--- src/rtl/merge_join_pkg.sv ---
// merge_join shared flow-control types.
// State encoding and arm identifiers.
package merge_join_pkg;

  typedef enum logic [1:0] {
    IDLE = 2'd0,
    REQ  = 2'd1,
    ACK  = 2'd2,
    DROP = 2'd3
  } merge_state_t;

  localparam logic ARM_TRUE  = 1'b1;
  localparam logic ARM_FALSE = 1'b0;

endpackage

--- src/rtl/merge_arb.sv ---
// Two-input round-robin arbiter for the if/else rejoin.
// On collision it grants the arm opposite the last served one.
module merge_arb
  import merge_join_pkg::*;
(
  input  logic clk,
  input  logic rst,
  input  logic req_true_i,
  input  logic req_false_i,
  input  logic upd_i,
  input  logic upd_sel_i,
  output logic sel_o,
  output logic coll_o,
  output logic any_o
);

  logic last_sel_q;
  logic last_sel_d;

  // Remember the arm of the last completed transfer.
  always_comb begin
    last_sel_d = last_sel_q;
    if (upd_i) last_sel_d = upd_sel_i;
  end

  // Last-served register.
  always_ff @(posedge clk or posedge rst) begin
    if (rst) last_sel_q <= ARM_FALSE;
    else     last_sel_q <= last_sel_d;
  end

  // Grant: single requester wins, collision flips priority.
  always_comb begin
    coll_o = req_true_i & req_false_i;
    any_o  = req_true_i | req_false_i;
    sel_o  = req_true_i ? ARM_TRUE : ARM_FALSE;
    if (coll_o) sel_o = ~last_sel_q;
  end

endmodule

--- src/rtl/merge_join.sv ---
// Rejoin point closing an if/else region: merges arm
// requests into one four-phase handshake downstream.
module merge_join
  import merge_join_pkg::*;
#(
  parameter int CNT_W = 8
) (
  input  logic             clk,
  input  logic             rst,
  input  logic             reqTrue,
  input  logic             reqFalse,
  output logic             ackTrue,
  output logic             ackFalse,
  output logic             reqOut,
  output logic             boolOut,
  input  logic             ackOut,
  input  logic             errClr,
  output logic             err,
  output logic [CNT_W-1:0] cntTrue,
  output logic [CNT_W-1:0] cntFalse
);

  merge_state_t     state_q, state_d;
  logic             req_q, req_d;
  logic             bool_q, bool_d;
  logic             ack_t_q, ack_t_d;
  logic             ack_f_q, ack_f_d;
  logic             err_q, err_d;
  logic [CNT_W-1:0] cnt_t_q, cnt_t_d;
  logic [CNT_W-1:0] cnt_f_q, cnt_f_d;

  logic sel;
  logic coll;
  logic any;
  logic upd;
  logic arm_req;

  merge_arb u_arb (
    .clk         (clk),
    .rst         (rst),
    .req_true_i  (reqTrue),
    .req_false_i (reqFalse),
    .upd_i       (upd),
    .upd_sel_i   (bool_q),
    .sel_o       (sel),
    .coll_o      (coll),
    .any_o       (any)
  );

  // Handshake sequencing, counters and sticky error.
  always_comb begin
    state_d = state_q;
    req_d   = req_q;
    bool_d  = bool_q;
    ack_t_d = ack_t_q;
    ack_f_d = ack_f_q;
    cnt_t_d = cnt_t_q;
    cnt_f_d = cnt_f_q;
    upd     = 1'b0;
    err_d   = err_q & ~errClr;
    arm_req = (bool_q == ARM_TRUE) ? reqTrue : reqFalse;
    unique case (state_q)
      IDLE: begin
        if (coll) err_d = 1'b1;
        if (any) begin
          req_d   = 1'b1;
          bool_d  = sel;
          state_d = REQ;
        end
      end
      REQ: begin
        if (ackOut) begin
          upd     = 1'b1;
          state_d = ACK;
          if (bool_q == ARM_TRUE) begin
            ack_t_d = 1'b1;
            cnt_t_d = cnt_t_q + CNT_W'(1);
          end else begin
            ack_f_d = 1'b1;
            cnt_f_d = cnt_f_q + CNT_W'(1);
          end
        end
      end
      ACK: begin
        if (!arm_req) begin
          req_d   = 1'b0;
          state_d = DROP;
        end
      end
      DROP: begin
        if (!ackOut) begin
          ack_t_d = 1'b0;
          ack_f_d = 1'b0;
          state_d = IDLE;
        end
      end
      default: state_d = IDLE;
    endcase
  end

  // State and output registers.
  always_ff @(posedge clk or posedge rst) begin
    if (rst) begin
      state_q <= IDLE;
      req_q   <= 1'b0;
      bool_q  <= 1'b0;
      ack_t_q <= 1'b0;
      ack_f_q <= 1'b0;
      err_q   <= 1'b0;
      cnt_t_q <= '0;
      cnt_f_q <= '0;
    end else begin
      state_q <= state_d;
      req_q   <= req_d;
      bool_q  <= bool_d;
      ack_t_q <= ack_t_d;
      ack_f_q <= ack_f_d;
      err_q   <= err_d;
      cnt_t_q <= cnt_t_d;
      cnt_f_q <= cnt_f_d;
    end
  end

  assign ackTrue  = ack_t_q;
  assign ackFalse = ack_f_q;
  assign reqOut   = req_q;
  assign boolOut  = bool_q;
  assign err      = err_q;
  assign cntTrue  = cnt_t_q;
  assign cntFalse = cnt_f_q;

endmodule

--- config.mk ---
export PLATFORM = sky130hd
export DESIGN_NAME = merge_join
export DESIGN_NICKNAME = d
export VERILOG_FILES = /design/src/rtl/merge_join_pkg.sv /design/src/rtl/merge_arb.sv /design/src/rtl/merge_join.sv
export SDC_FILE = /design/constraint.sdc
export NUM_CORES = 1
export LEC_CHECK = 0
export CAP_MARGIN = 20
export CORE_ASPECT_RATIO = 1.25
export CORE_MARGIN = 4
export CORE_UTILIZATION = 53
export CTS_CLUSTER_DIAMETER = 120
export CTS_CLUSTER_SIZE = 20
export DETAILED_ROUTE_END_ITERATION = 8
export PLACE_DENSITY = 0.85
export SLEW_MARGIN = 20
export SYNTH_ARGS = -nofsm -noshare
export SYNTH_HDL_FRONTEND = slang
export SYNTH_SLANG_ARGS = --single-unit
--- constraint.sdc ---
create_clock -name clk -period 5.2 [get_ports clk]
set_clock_uncertainty 0.15 [all_clocks]
set_input_delay 1.04 -clock clk [delete_from_list [all_inputs] [get_ports clk]]
set_output_delay 1.04 -clock clk [all_outputs]
set_load 0.05 [all_outputs]
==> summary.md, run 1 <==
## Run status
- status: complete, no violations

## Critical path
- master of the slowest instance on the critical path: clkdlybuf4s50_1
- number of gates on the worst path with buffers counted: 1
- FF-to-FF End: cntTrue[7]
- arrival time worst endpoint: 1790 ps
- maximum fanout encountered on the critical timing path: 12
- buffers and inverters on the worst path: 1
- number of cells traversed by the worst register-to-register path: 6
- Reg2Reg Setup Slack: 3330 ps
- crit path cell chain: clkdlybuf4s50_1
- start of the worst register-to-register path: state_q[1]
- Crit. End Element: output port
- Crit path required time: 4010 ps
- crit-path max cell delay: 890 ps
- Critical Path Source Type: flop
- classification of the worst setup path: flop to output port
- cell class contributing the biggest share of worst-path delay: buffers and inverters

## Layout
- fin cells: 164
- commonest non-fill, non-tap cell in the layout: clkdlybuf4s50_1
- final net count: 149
- footprint of the flip-flops and latches: 600.6 um^2
- synth-to-layout area growth: 24.79%
- most frequent cells in the layout: clkdlybuf4s50_1, dfrtp_1, nand2_1, xnor2_1, ha_1
- layout cells sized above 1: 0.09774
- Filler cells: 187
- antenna diode count: 0
- fin util: 0.6893
- multi-input gate area in the final layout: 583.1 um^2

## Yosys
- net count of the mapped netlist: 120
- sequential area share after synthesis: 0.4918
- top cells by area, synth: dfrtp_1, ha_1, xnor2_1, xor2_1, nand2_1
- Yosys top cell area share: 0.4918
- yosys synthesis warning count: 0
- post-synthesis cell count: 106
- synthesized area divided by synthesized cell count: 11.52 um^2
- async set or reset register ratio after synthesis: 1.000
- cell area after synthesis: 1221 um^2
- most common flop cell mapped by yosys: dfrtp_1
- post-synthesis cell type with the largest combined area: dfrtp_1
- unique cell type count in the Yosys netlist: 32
- number of flops mapped to enable cells by yosys: 0
- register bit count reported by yosys: 24

## Power and ir drop
- total power density per cell area: 564.1 nW/um^2
- post-layout total power: 0.8597 mW
- standby leakage power: 0.6937 nW
- peak supply drop: 0.0003312 V

## Floorplanning
- die area: 3141 um^2
- standard cell core area: 2211 um^2
- vertical die dimension: 61.67 um
- Rows: 19
- initial core utilization: 0.5523
- number of top-level pins: 27
- DIE WIDTH: 50.94 um

## Routing
- Antenna Nets Post-Route: 0
- total via count after detailed routing: 862
- mean number of vias per cell: 5.256
- routed wire length: 2164 um
- post-detailed-route DRC marker count: 0
- Iteration-0 DRC Markers: 19
- routed length per placed instance: 13.20 um
- number of detailed-route iterations in the first pass: 4

## STA
- relative slew slack: 0.4130
- minimum clock period after layout: 2978 ps
- RSZ-0062 raised after global routing: no
- post-route clock period utilization: 0.5727
- Fin. Hold Viols: 0
- actual slew at the worst max-slew pin: 879.5 ps
- final critical-path setup slack: 2222 ps
- maximum operating frequency: 335.8 MHz
- max-slew violation count: 0
- final number of setup-violating endpoints: 0
- sum of negative setup slack: 0 ps

## Placement
- detailed placer's ending HPWL: 1711 um
- Cell Count Post-Placement: 161
- final RePlAce weighted congestion: 0.7677
- PortBufs: 26
- Post-Place Worst Slack: 2365 ps

## Clock network
- TritonCTS clock tree: yes
- number of H-tree branching levels: 1
- Root Driver: clkbuf_4
- clock sink count: 24
- number of gates resized after cts: 0
- number of hold buffers added after cts: 0
- post-CTS setup-driven buffer insertion count: 0
- number of CTS-inserted buffers: 3
- Longest Clk Path Bufs: 2
- post-CTS clock slew at the launch and capture registers of the worst setup and hold paths: 130 ps
- Clk Latency, worst-skew pair: 310 ps

## Global routing
- number of global-route vias before repair: 865
- initial antenna violation count: 0
- wire length of the first global-routing pass: 3760 um
- pin count of the biggest net entering global routing: 25
- global-route usage over all layers: 0.1647
- final global-route overflow total: 0

## Hold path
- startpoint of the worst hold path: cntFalse[7]
- hold depth: 1
- Worst Hold Class: flop to flop
- capture endpoint of the worst hold path: cntFalse[7]

## Run
- max capacitance violation total: 0

==> state kept, by name, indices dropped and copies added, names as in the netlist <==
name and cells:
ackFalse 1, ackTrue 1, boolOut 1, cntFalse 8, cntTrue 8, err 1
reqOut 1, state_q 2, u_arb.last_sel_q 1
==> power by group <==
group	leakage [nW]	switching [mW]	internal (mW)
Clock	0.0138	0.0508	0.0270
Sequential	0.304	0.0641	0.244
Combinational	0.376	0.282	0.192
==> per-layer routing <==
metal / share of wire / vias to the layer above / GRT usage
met1: 0.39 / 418 / 0.1803
met5: 0 / - / 0
met2: 0.55 / 23 / 0.3020
met3: 0.047 / 4 / 0.03632
li1: - / 417 / -
met4: 0.013 / 0 / 0.08077
==> area by class of cell <==
class                           instances  share of cell area
Inverter                                5             0.01232
Clock buffer                            3             0.01478
Sequential cell                        24              0.3941
Tap cell                               31             0.02545
Timing Repair Buffer                   26              0.1708
Multi-Input combinational cell         75              0.3826
==> synth_stat cells, types with 2 or more instances <==
library cell / n
dfrtp_1: 24
nand2_1: 11
xnor2_1: 9
ha_1: 8
nand3_1: 6
nor2_1: 6
inv_1: 5
xor2_1: 5
o21ai_0: 4
mux2_2: 3
a21oi_1: 2
mux2_4: 2
nand4_1: 2
==> worst reg2reg max path, cell delays in order, from the launching register on <==
cell and delay, ps:
dfrtp_1 450, inv_1 140, ha_1 320, nand3_1 190, nor2_1 240, nand4_1 140, xnor2_1 140
==> stage by stage <==
step | hold WS [ps] | cell area (um^2)
3_3_place_gp | 308.6 | 1501
4_1_cts | 332.1 | 1524
6_report | 324.2 | 1524
2_1_floorplan | 329.7 | 1221
3_5_place_dp | 313.3 | 1501
5_1_grt | 357.9 | 1524
==> worst max path at each step <==
| stage | from | slack, ps | endpoint |
|---|---|---|---|
| after floorplan | ackOut | 3000 | state_q[1] |
| after global placement | ackOut | 2410 | state_q[1] |
| after detailed placement | ackOut | 2360 | state_q[1] |
| after CTS | boolOut | 2230 | boolOut |
| after global routing | boolOut | 2140 | boolOut |
| final | boolOut | 2220 | boolOut |
==> logic make-up (layout without fill, tap and decap cells) <==
family / Yosys count / after routing / share of synthesized area
AOI/OAI and AO/OA: 14 / 14 / 0.09121
xor gates and xnor gates: 14 / 14 / 0.1004
adders and majority gates: 8 / 8 / 0.08197
buffers and inverters: 7 / 34 / 0.03074
DFF: 24 / 24 / 0.4918
muxes: 6 / 6 / 0.06045
and+or+nand+nor: 33 / 33 / 0.1435
No activity file was read; power rests on OpenSTA's default activity.
==> inputs of run 2 (changes only) <==
Settings changed: CORE_UTILIZATION 53 to 49, PLACE_DENSITY 0.85 to 0.8.
Clock period 5.2 ns to 3.15 ns, I/O delays scaled along.
==> run 2 against run 1 <==
  * Flip-flop and latch count stayed put
  * Largest power group unchanged
  * Sequential share of layout area is 0.76 points lower
  * Core utilization is 0.84 points lower
  * Worst setup slack worse by 1700 ps
  * Worst hold slack better by 14 ps
  * Power is 77% higher
  * Die area is 7.0% higher
  * Critical endpoint unchanged
==> summary.md, run 2 (synthesis gave the netlist of run 1 again) <==
## Run status
- status: complete, no violations, unchanged

## STA
- Fin. Hold Viols: 0, unchanged
- post-route clock period utilization: 0.8229
- final critical-path setup slack: 557.8 ps, was 2222 ps
- max-slew violation count: 0, unchanged
- sum of negative setup slack: 0 ps, unchanged
- RSZ-0062 raised after global routing: no, unchanged
- final number of setup-violating endpoints: 0, unchanged
- actual slew at the worst max-slew pin: 900.9 ps, was 879.5 ps
- minimum clock period after layout: 2592 ps
- maximum operating frequency: 385.8 MHz
- relative slew slack: 0.3987, was 0.4130

## Critical path
- Critical Path Source Type: flop, unchanged
- buffers and inverters on the worst path: 1, unchanged
- Critical Path Source: boolOut, unchanged
- cell class contributing the biggest share of worst-path delay: buffers and inverters, unchanged
- maximum fanout encountered on the critical timing path: 12, unchanged
- crit path cell chain: clkdlybuf4s50_1, unchanged
- Crit. End Element: output port, unchanged
- crit-path max cell delay: 880 ps, was 890 ps
- classification of the worst setup path: flop to output port, unchanged
- arrival time worst endpoint: 1810 ps, was 1790 ps
- start of the worst register-to-register path: state_q[1], unchanged
- master of the slowest instance on the critical path: clkdlybuf4s50_1, unchanged
- Crit path required time: 2370 ps, was 4010 ps

## Placement
- detailed placer's ending HPWL: 1741 um, was 1711 um
- PortBufs: 26, unchanged
- final RePlAce weighted congestion: 0.6743, was 0.7677
- post-placement cell area: 1501 um^2, unchanged
- Post-Place Worst Slack: 707.6 ps, was 2365 ps

## Global routing
- pin count of the biggest net entering global routing: 25, unchanged
- number of global-route vias before repair: 955, was 865
- final global-route overflow total: 0, unchanged
- wire length of the first global-routing pass: 4057 um, was 3760 um
- initial antenna violation count: 0, unchanged
- global-route usage over all layers: 0.1600, was 0.1647

## Layout
- synth-to-layout area growth: 27.25%, was 24.79%
- antenna diode count: 0, unchanged
- commonest non-fill, non-tap cell in the layout: clkdlybuf4s50_1, unchanged
- fin area: 1554 um^2, was 1524 um^2
- layout cells sized above 1: 0.1045, was 0.09774
- final net count: 149, unchanged
- Filler cells: 195, was 187
- fin util: 0.6809, was 0.6893
- most frequent cells in the layout: clkdlybuf4s50_1, dfrtp_1, nand2_1, xnor2_1, ha_1, unchanged

## Clock network
- Clk Latency, worst-skew pair: 320 ps, was 310 ps
- post-CTS setup-driven buffer insertion count: 0, unchanged
- number of hold buffers added after cts: 0, unchanged
- number of gates resized after cts: 0, unchanged
- TritonCTS clock tree: yes, unchanged
- number of H-tree branching levels: 1, unchanged
- Longest Clk Path Bufs: 2, unchanged
- clock sink count: 24, unchanged
- post-CTS clock slew at the launch and capture registers of the worst setup and hold paths: 140 ps, was 130 ps
- Root Driver: clkbuf_4, unchanged
- number of CTS-inserted buffers: 3, unchanged

## Power and ir drop
- standby leakage power: 0.7078 nW, was 0.6937 nW
- Seq pwr share: 0.336, was 0.358
- post-layout total power: 1.523 mW, was 0.8597 mW
- Sw Share: 0.4427, was 0.4621
- total power density per cell area: 980.0 nW/um^2, was 564.1 nW/um^2
- power spent charging and discharging nets: 0.6742 mW, was 0.3973 mW
- fraction of power consumed by combinational cells: 0.517, was 0.551
- share of total power in the clock network: 0.147, was 0.091
- design internal power: 0.8487 mW, was 0.4624 mW
- peak supply drop: 0.0006218 V, was 0.0003312 V

## Routing
- routed wire length: 2265 um, was 2164 um
- total via count after detailed routing: 882, was 862
- routed length per placed instance: 13.73 um, was 13.20 um
- post-detailed-route DRC marker count: 0, unchanged
- Iteration-0 DRC Markers: 41, was 19
- mean number of vias per cell: 5.345, was 5.256
- number of detailed-route iterations in the first pass: 4, unchanged
- Antenna Nets Post-Route: 0, unchanged

## Floorplanning
- standard cell core area: 2282 um^2, was 2211 um^2
- DIE WIDTH: 52.65 um, was 50.94 um
- Rows: 19, unchanged
- vertical die dimension: 63.82 um, was 61.67 um
- initial core utilization: 0.5351, was 0.5523
- die area: 3360 um^2, was 3141 um^2
- number of top-level pins: 27, unchanged

## Hold path
- startpoint of the worst hold path: cntTrue[7], was cntFalse[7]
- Worst Hold Class: flop to flop, unchanged

## Run
- max capacitance violation total: 0, unchanged

## run 2: cell types whose count changed in the layout (fill, tap and decap cells not counted)
cell	delta
bufinv_16	+1
## run 2: area by class of cell
cell class              instances  area [um^2]  area share
inverters                       5        18.77     0.01208
flip-flops and latches         24        600.6      0.3865
repair buffers                 26        260.3      0.1675
clock buffers                   3        22.52     0.01449
clock inverters                 1        30.03     0.01932
well taps                      31        38.79     0.02496
multi-input cells              75        583.1      0.3752
## run 2: per-layer routing
| layer | up-vias | routed length (um) | global-route usage |
|---|---|---|---|
| met5 | - | 0 | 0 |
| met1 | 419 | 934 | 0.1910 |
| met2 | 31 | 1123 | 0.2655 |
| met4 | 0 | 65 | 0.08626 |
| met3 | 8 | 142 | 0.03023 |
| li1 | 424 | - | - |
## run 2: final timing paths
| path | endpoint | slack, ps | cells after the start |
|---|---|---|---|
| max | boolOut | 560 | 1 |
| min | cntTrue[7] | 340 | 1 |
| max reg2reg | cntTrue[7] | 1290 | 6 |
| min reg2reg | cntTrue[7] | 340 | 1 |
| max in group asynchronous | ackFalse | 1660 | 2 |
| min in group asynchronous | cntTrue[6] | 630 | 2 |
## run 2: power groups by stage
stage	Sequential [mW]	Clock, mW	Combinational (mW)
2_1_floorplan	0.742	0	0.345
3_3_place_gp	0.510	0	0.767
3_5_place_dp	0.519	0	0.791
4_1_cts	0.514	0.229	0.798
5_1_grt	0.532	0.242	0.855
6_report	0.512	0.223	0.787
## run 2: stage by stage
stage,std cells,hold WS (ps)
floorplan,106,329.7
global placement,161,311.3
detailed placement,161,321.0
CTS,165,339.3
global route,165,364.3
finish,165,337.9
==> inputs of run 3 (changes only) <==
Settings changed: CORE_UTILIZATION 49 to 44, PLACE_DENSITY 0.8 to 0.76.
Clock period 3.15 ns to 2.2 ns, I/O delays scaled along.
==> run 3 against run 2 <==
  * First-iteration DRC count fell by 61%
  * Combinational power rose by 47%
  * Die area increased by 9.8%
  * Clock power rose by 39%
  * Register-to-register slack lost 920 ps
  * Wire length fell by 2.8%
  * Via count is 1.7% lower
  * Largest cell class unchanged
  * Largest power group unchanged
==> summary.md, run 3 (synthesis gave the netlist of run 1 again) <==
## Layout
- final net count: 154, was 149
- antenna diode count: 0, unchanged
- fin area: 1615 um^2, was 1554 um^2
- synth-to-layout area growth: 32.27%, was 27.25%
- most frequent cells in the layout: dfrtp_1, clkdlybuf4s50_1, nand2_1, xnor2_1, dlymetal6s2s_1, was clkdlybuf4s50_1, dfrtp_1, nand2_1, xnor2_1, ha_1
- Filler cells: 237, was 195
- multi-input gate area in the final layout: 583.1 um^2, unchanged
- layout cells sized above 1: 0.1439, was 0.1045
- footprint of the flip-flops and latches: 600.6 um^2, unchanged
- commonest non-fill, non-tap cell in the layout: dfrtp_1, was clkdlybuf4s50_1

## Routing
- Detail Route met2 WL: 1170 um, was 1123 um
- wire length on met1: 929 um, was 934 um
- total via count after detailed routing: 867, was 882
- routed wire length: 2201 um, was 2265 um
- mean number of vias per cell: 5.012, was 5.345
- WL met3: 96 um, was 142 um
- Max Used Layer: met4, unchanged
- routed length per placed instance: 12.72 um, was 13.73 um
- Iteration-0 DRC Markers: 16, was 41
- Antenna Nets Post-Route: 0, unchanged
- number of detailed-route iterations in the first pass: 5, was 4
- post-detailed-route DRC marker count: 0, unchanged

## Critical path
- Critical Path Source Type: flop, unchanged
- number of gates on the worst path with buffers counted: 1, unchanged
- Crit. End Element: output port, unchanged
- Crit path required time: 1610 ps, was 2370 ps
- crit-path max cell delay: 830 ps, was 880 ps
- arrival time worst endpoint: 1560 ps, was 1810 ps
- number of cells traversed by the worst register-to-register path: 6, unchanged
- buffers and inverters on the worst path: 1, unchanged
- crit path cell chain: clkdlybuf4s50_1, unchanged
- maximum fanout encountered on the critical timing path: 3, was 12
- classification of the worst setup path: flop to output port, unchanged
- master of the slowest instance on the critical path: clkdlybuf4s50_1, unchanged
- cell class contributing the biggest share of worst-path delay: buffers and inverters, unchanged

## Power and ir drop
- standby leakage power: 0.8708 nW, was 0.7078 nW
- peak supply drop: 0.0008609 V, was 0.0006218 V
- post-layout total power: 2.178 mW, was 1.523 mW
- total power density per cell area: 1348 nW/um^2, was 980.0 nW/um^2

## Clock network
- clock sink count: 24, unchanged
- Longest Clk Path Bufs: 2, unchanged
- Root Driver: clkbuf_4, unchanged
- number of gates resized after cts: 0, unchanged
- number of hold buffers added after cts: 0, unchanged
- TritonCTS clock tree: yes, unchanged
- Clk Latency, worst-skew pair: 310 ps, was 320 ps
- number of CTS-inserted buffers: 3, unchanged
- post-CTS setup-driven buffer insertion count: 0, unchanged
- number of H-tree branching levels: 1, unchanged
- post-CTS clock slew at the launch and capture registers of the worst setup and hold paths: 130 ps, was 140 ps

## Floorplanning
- Rows: 21, was 19
- DIE WIDTH: 55.12 um, was 52.65 um
- die area: 3688 um^2, was 3360 um^2
- vertical die dimension: 66.90 um, was 63.82 um
- initial core utilization: 0.4556, was 0.5351
- standard cell core area: 2680 um^2, was 2282 um^2
- number of top-level pins: 27, unchanged

## STA
- Fin. Hold Viols: 0, unchanged
- post-route worst hold slack: 306.7 ps, was 337.9 ps
- actual slew at the worst max-slew pin: 507.5 ps, was 900.9 ps
- relative slew slack: 0.6606, was 0.3987
- sum of negative setup slack: 0 ps, unchanged
- RSZ-0062 raised after global routing: no, unchanged
- post-route clock period utilization: 0.9760
- minimum clock period after layout: 2147 ps
- max-slew violation count: 0, unchanged
- maximum operating frequency: 465.7 MHz
- final number of setup-violating endpoints: 0, unchanged

## Hold path
- Worst Hold Class: input pin to async pin, was flop to flop

## Placement
- detailed placer's ending HPWL: 1748 um, was 1741 um
- final RePlAce weighted congestion: 0.8254, was 0.6743
- PortBufs: 26, unchanged
- post-placement cell area: 1540 um^2, was 1501 um^2

## Global routing
- wire length of the first global-routing pass: 3795 um, was 4057 um
- global-route usage over all layers: 0.1392, was 0.1600
- final global-route overflow total: 0, unchanged
- pin count of the biggest net entering global routing: 25, unchanged
- initial antenna violation count: 0, unchanged
- number of global-route vias before repair: 886, was 955

## Run
- max capacitance violation total: 0, unchanged

## Run status
- status: complete, no violations, unchanged

## run 3: changes by cell type in the layout (fill, tap and decap cells not counted), sizes merged
cell and delta:
dlymetal6s2s +9, clkdlybuf4s50 -10, buf +6
## run 3: report_power, final
group	internal (mW)	switching, mW	total (mW)	leakage, nW
clock	0.184	0.127	0.311	0.0279
combinational	0.463	0.698	1.16	0.539
sequential	0.577	0.129	0.705	0.304
## run 3: through the flow
step	setup slack (ps)	utilization	std cells
floorplan	344.3	-	106
global placement	162.0	0.5747	169
detailed placement	131.6	0.5747	169
CTS	14.24	0.5943	173
global route	7.808	0.6027	173
finish	52.81	0.6027	173
## run 3: area by class of cell
class                           instances  area share
Tap cell                               34     0.02634
Clock inverter                          1     0.01859
Sequential cell                        24      0.3718
Clock buffer                            3     0.01394
Inverter                                5     0.01162
Multi-Input combinational cell         75      0.3610
Timing Repair Buffer                   31      0.1967
## run 3: worst paths after layout
path                                   from          end  slack, ps
worst max-delay path                ackTrue      ackTrue         50
worst min-delay path                    rst  cntFalse[5]        310
worst max register to register   state_q[1]   cntTrue[7]        370
worst min register to register  cntFalse[7]  cntFalse[7]        330
max in group asynchronous               rst      boolOut       1360
min in group clk                cntFalse[7]  cntFalse[7]        330
## run 3: layer usage
metal  vias to the layer above  global-route usage
met2                        15              0.2426
met4                         0             0.03647
met1                       420              0.1742
met5                         -                   0
li1                        430                   -
met3                         2             0.02013
